## config.mk

```make
export PLATFORM = sky130hd
export DESIGN_NAME = instr_decode_stage
export DESIGN_NICKNAME = d
export VERILOG_FILES = /design/src/rtl/instr_decode_stage.sv
export SDC_FILE = /design/constraint.sdc
export NUM_CORES = 1
export LEC_CHECK = 0
export CAP_MARGIN = 25
export CORE_MARGIN = 2
export CORE_UTILIZATION = 56
export CTS_BUF_LIST = sky130_fd_sc_hd__clkbuf_4 sky130_fd_sc_hd__clkbuf_8
export DETAILED_ROUTE_END_ITERATION = 8
export GPL_TIMING_DRIVEN = 0
export PLACE_DENSITY = 0.9
export SYNTH_ARGS = -nofsm -noshare
export SYNTH_HDL_FRONTEND = slang
export SYNTH_SLANG_ARGS = --single-unit
```

## constraint.sdc

```tcl
create_clock -name clk_i -period 6 [get_ports clk_i]
set_input_delay 0.9 -clock clk_i [delete_from_list [all_inputs] [get_ports clk_i]]
set_output_delay 0.9 -clock clk_i [all_outputs]
set_load 0.005 [all_outputs]
```

## src/rtl/instr_decode_stage.sv

```systemverilog
// Decode stage: splits 16-bit instructions into fields and control strobes and
// registers them toward execute behind a one-entry skid buffer with load-use stall.
module instr_decode_stage #(
    parameter int unsigned INSTR_WIDTH = 16,
    parameter int unsigned XLEN        = 32
) (
    input  logic                   clk_i,
    input  logic                   arst_ni,
    input  logic                   flush_i,
    input  logic                   if_valid_i,
    output logic                   if_ready_o,
    input  logic [INSTR_WIDTH-1:0] if_instr_i,
    input  logic [XLEN-1:0]        if_pc_i,
    output logic                   id_valid_o,
    input  logic                   id_ready_i,
    output logic [3:0]             id_func_o,
    output logic [3:0]             id_rd_o,
    output logic [3:0]             id_rs1_o,
    output logic [3:0]             id_rs2_o,
    output logic [XLEN-1:0]        id_imm_o,
    output logic [XLEN-1:0]        id_pc_o,
    output logic                   id_rf_we_o,
    output logic                   id_mem_rd_o,
    output logic                   id_mem_wr_o,
    output logic                   id_illegal_o
);

    typedef enum logic [3:0] {
        F_ADDI  = 4'h1,
        F_SUB   = 4'h2,
        F_ADD   = 4'h3,
        F_AND   = 4'h4,
        F_OR    = 4'h5,
        F_XOR   = 4'h6,
        F_NOT   = 4'h7,
        F_STORE = 4'hA,
        F_LOAD  = 4'hB,
        F_SLL   = 4'hC,
        F_SLR   = 4'hD,
        F_SLLI  = 4'hE,
        F_SLRI  = 4'hF
    } func_t;

    typedef struct packed {
        logic [3:0]      func;
        logic [3:0]      rd;
        logic [3:0]      rs1;
        logic [3:0]      rs2;
        logic [XLEN-1:0] imm;
        logic [XLEN-1:0] pc;
        logic            rf_we;
        logic            mem_rd;
        logic            mem_wr;
        logic            illegal;
        logic            use_rs1;
        logic            use_rs2;
    } bundle_t;

    bundle_t    dec;
    bundle_t    or_q, or_d, sk_q, sk_d;
    logic       or_valid_q, or_valid_d;
    logic       sk_valid_q, sk_valid_d;
    logic       lu_pend_q, lu_pend_d;
    logic [3:0] lu_rd_q, lu_rd_d;
    logic       hazard, handoff, accept;

    // Field extraction and control decode of the incoming word.
    always_comb begin
        dec      = '0;
        dec.func = if_instr_i[3:0];
        dec.rd   = if_instr_i[7:4];
        dec.rs1  = if_instr_i[11:8];
        dec.rs2  = if_instr_i[15:12];
        dec.pc   = if_pc_i;
        case (if_instr_i[3:0])
            F_ADD, F_SUB, F_AND, F_OR, F_XOR, F_SLL, F_SLR: begin
                dec.rf_we   = 1'b1;
                dec.use_rs1 = 1'b1;
                dec.use_rs2 = 1'b1;
            end
            F_STORE: begin
                dec.mem_wr  = 1'b1;
                dec.use_rs1 = 1'b1;
                dec.use_rs2 = 1'b1;
            end
            F_NOT: begin
                dec.rf_we   = 1'b1;
                dec.use_rs1 = 1'b1;
            end
            F_ADDI: begin
                dec.rf_we   = 1'b1;
                dec.use_rs1 = 1'b1;
                dec.imm     = {{(XLEN-4){if_instr_i[15]}}, if_instr_i[15:12]};
            end
            F_SLLI, F_SLRI: begin
                dec.rf_we   = 1'b1;
                dec.use_rs1 = 1'b1;
                dec.imm     = {{(XLEN-4){1'b0}}, if_instr_i[15:12]};
            end
            F_LOAD: begin
                dec.rf_we   = 1'b1;
                dec.mem_rd  = 1'b1;
                dec.use_rs1 = 1'b1;
            end
            default: dec.illegal = 1'b1;
        endcase
    end

    // Stall the output entry for one cycle if it consumes a just-issued load result.
    assign hazard = lu_pend_q & or_valid_q &
                    ((or_q.use_rs1 & (or_q.rs1 == lu_rd_q)) |
                     (or_q.use_rs2 & (or_q.rs2 == lu_rd_q)));

    assign id_valid_o = or_valid_q & ~hazard;
    assign handoff    = id_valid_o & id_ready_i;
    assign if_ready_o = ~sk_valid_q;
    assign accept     = if_valid_i & if_ready_o;

    // Next-state for output register, skid entry and load-use tracker.
    always_comb begin
        or_d       = or_q;
        or_valid_d = or_valid_q;
        sk_d       = sk_q;
        sk_valid_d = sk_valid_q;
        lu_pend_d  = 1'b0;
        lu_rd_d    = lu_rd_q;
        if (flush_i) begin
            or_valid_d = 1'b0;
            sk_valid_d = 1'b0;
        end else begin
            if (handoff) begin
                lu_pend_d = or_q.mem_rd;
                lu_rd_d   = or_q.rd;
            end
            if (!or_valid_q || handoff) begin
                if (sk_valid_q) begin
                    or_d       = sk_q;
                    or_valid_d = 1'b1;
                    sk_valid_d = 1'b0;
                end else if (accept) begin
                    or_d       = dec;
                    or_valid_d = 1'b1;
                end else begin
                    or_valid_d = 1'b0;
                end
            end else if (accept) begin
                sk_d       = dec;
                sk_valid_d = 1'b1;
            end
        end
    end

    always_ff @(posedge clk_i or negedge arst_ni) begin
        if (!arst_ni) begin
            or_q       <= '0;
            or_valid_q <= 1'b0;
            sk_q       <= '0;
            sk_valid_q <= 1'b0;
            lu_pend_q  <= 1'b0;
            lu_rd_q    <= 4'h0;
        end else begin
            or_q       <= or_d;
            or_valid_q <= or_valid_d;
            sk_q       <= sk_d;
            sk_valid_q <= sk_valid_d;
            lu_pend_q  <= lu_pend_d;
            lu_rd_q    <= lu_rd_d;
        end
    end

    assign id_func_o    = or_q.func;
    assign id_rd_o      = or_q.rd;
    assign id_rs1_o     = or_q.rs1;
    assign id_rs2_o     = or_q.rs2;
    assign id_imm_o     = or_q.imm;
    assign id_pc_o      = or_q.pc;
    assign id_rf_we_o   = or_q.rf_we;
    assign id_mem_rd_o  = or_q.mem_rd;
    assign id_mem_wr_o  = or_q.mem_wr;
    assign id_illegal_o = or_q.illegal;

endmodule

```

==> flow_summary_export.csv <==
group,metric,value,unit
place,place_ws,2.94,ns
clock_network,cts_tree,"yes",
clock_network,clock_path_buffers,2,
sta,setup_viol,0,
synthesis,syn_inst,460,
clock_network,htreeDepth,4,
route,firstDrtPassIters,4,
die,die_area,11900,um2
die,core,10800,um2
grt,grt_max_degree,86,
clock_network,cts.sinks,125,
synthesis,synth_fp_nets,513,
sta,slew_violations,0,
min_path,worstHoldPathType,"input pin to asynchronous set/reset pin",
pwr,power.total,2.60,mW
sta,max_freq,335,MHz
die,chipHeight,109,um
clock_network,postCtsHoldBufs,0,
route,drt_iter0_drc,120,
final_layout,n_antenna_cell,0,
place,numPlacedInstances,737,
synthesis,ys_seq_area_share,50.5,%
synthesis,synth_compound_area_share,1.03,%
grt,busiest_layer,"met2",
clock_network,cts_setup_buffers,0,
synthesis,synth_async_sr_flop_share,100,%
grt,overflow,0,
clock_network,ctsResizeCount,0,
sta,clock_skew,0.00823,ns
route,wirelength,12.4,mm
sta,timing.slew.headroom,46.4,%
flow_run,drv_cap,0,
critical_path,critPathCaptureType,"output port",
pwr,peakVddDrop,0.188,mV
synthesis,synth-main-ff-cell,"dfrtp_1",
route,vias,3916,
synthesis,ys_types,30,
synthesis,synth_top_family_by_area,"multiplexers",
die,initial_core_util,57.4,%
grt,globalRouteMet2Util,36.9,%
final_layout,area_growth,32.9,%
sta,hold_viol_final,0,
place,port_buffers,136,
route,wl_per_cell,16.1,um
synthesis,synthXorXnorAreaFrac,1.13,%
critical_path,cp_max_fo,10,
grt,grt_pass1_wl,20.1,mm
sta,hold_ws,0.373,ns
route,vias_per_cell,5.09,
synthesis,avgSynthCellArea,13.5,um2
synthesis,synthAdderAreaFrac,0.162,%
synthesis,syn_area,6190,um2
synthesis,yosys.area.top_type,"dfrtp_1",
grt,grt_pass1_vias,4091,
pwr,p_per_area,316,nW/um2
synthesis,yosysWarnings,0,
place,place_area,7760,um2
place,dp_hpwl,8.78,mm
grt,met1_usage,27.3,%
grt,antenna_found_initial,0,
die,rows,38,
grt,track_usage,22.3,%
final_layout,drive_gt1_share,47.7,%
sta,post-route-min-period,2.98,ns
final_layout,layout.nets,669,
route,postRouteAntennaNets,0,
sta,setup_slack,3.02,ns
clock_network,cts_buffers,17,
synthesis,synthTopCellsByArea,"dfrtp_1 50%, mux2_2 31%, buf_4 9.7%, mux2_4 1.7%, xnor2_1 1.1%",
outcome,outcome,"finished, final reports clean",
clock_network,ctsRootBufferMaster,"clkbuf_8",
critical_path,crit_type,"register to output port",
grt,use_met3,7.41,%
clock_network,clkTransAtPathRegs,0.07,ns
place,gp_congestion,0.868,
critical_path,cp-start-kind,"register",
die,ios,139,
sta,rsz0062_at_grt,"false",
die,dieWidth,109,um
synthesis,synth_seq_cells,125,
clock_network,clk_latency,0.44,ns
critical_path,crit_required,5.10,ns
sta,finalCritPeriodShare,49.7,%
synthesis,synthMuxAreaShare,32.7,%
synthesis,synth.top_cell.area_share,50.5,%
pwr,power.leakage,3.64,nW
final_layout,final_cell_area,8230,um2
critical_path,arrival,2.08,ns
synthesis,synth_edf_count,0,
route,remaining_drc_errors,0,
synthesis,yosys.area_share.simple,2.65,%
final_layout,instances_no_fill,769,
sta,tightest_slew,0.804,ns
[kinds of logic (layout without fill, tap and decap cells)]
logic type               Yosys count  in the layout
AO/OA/AOI/OAI                     10             10
XOR/XNOR                           8              8
adder cells (fa/ha/maj)            1              1
buffers and inverters            106            275
flip-flops                       125            125
multiplexers                     178            178
AND/OR/NAND/NOR                   32             32
[layout by cell type (no fill, tap or decap), drive strengths merged]
cell type	n
a21oi	2
and2	5
and3	1
buf	95
bufinv	5
clkbuf	29
clkdlybuf4s50	135
clkinv	3
clkinvlp	3
dfrtp	125
inv	5
maj3	1
mux2	175
mux2i	3
nand2	7
nand2b	2
nand3	5
nor2	8
nor3	2
nor4b	1
o21a	1
o21ai	3
o221a	1
o22ai	2
o31ai	1
or4b	1
xnor2	8
[critical path: stages, from the launching register on]
cell             delay, ns
dfrtp_1               0.37
clkbuf_1              0.52
inv_2                 0.25
clkdlybuf4s50_1       0.51
[where the power goes]
part / switching [mW] / internal, mW
Sequential: 0.110 / 1.02
Clock: 0.328 / 0.530
Combinational: 0.178 / 0.427
Total: 0.616 / 1.98
[final timing paths]
kind                            start           to  slack [ns]  cells after the start
max in group asynchronous     arst_ni     sk_q[71]        4.90                      2
min                           arst_ni  id_pc_o[15]        0.37                      1
max                        sk_valid_q   if_ready_o        3.02                      3
min reg2reg                  sk_q[20]     sk_q[20]        0.50                      1
max reg2reg                lu_rd_q[3]     sk_q[41]        3.46                      8
min in group clk_i           sk_q[20]     sk_q[20]        0.50                      1
[metal layers]
metal	vias to the layer above	wire [um]	part of all wire, %
met5	-	0	0
met4	0	216	1.7
met3	20	892	7.2
met2	121	6170	50
met1	1941	5110	41
li1	1834	-	-
[sequential cells by signal, summed over array words and instances, names as in the netlist, 2 cells and up]
name       flops
id_func_o      4
id_imm_o       5
id_pc_o       32
id_rd_o        4
id_rs1_o       4
id_rs2_o       4
lu_rd_q        4
or_q           2
sk_q          59
[stage by stage]
stage	TNS, ns	util [%]
floorplan	0	-
global placement	-84.79	71.6
detailed placement	0	71.9
CTS	0	76.3
global route	0	76.3
finish	0	76.3
[cells in the mapped netlist (4+ instances only)]
library cell,number
and2_1,4
buf_1,4
buf_2,6
buf_4,80
clkbuf_1,8
dfrtp_1,125
inv_1,4
mux2_2,168
mux2_4,7
nand2_1,7
nand3_1,5
nor2_1,8
xnor2_1,8
[area by class of cell]
type | instances | area, um2
flip-flops and latches | 125 | 3130
fillers | 691 | 2560
multi-input cells | 229 | 2330
repair buffers | 137 | 1390
plain buffers | 101 | 713
clock buffers | 21 | 283
clock inverters | 11 | 188
well taps | 140 | 175
inverters | 5 | 18.8
Note: power is estimated with default switching activity, not from simulation.
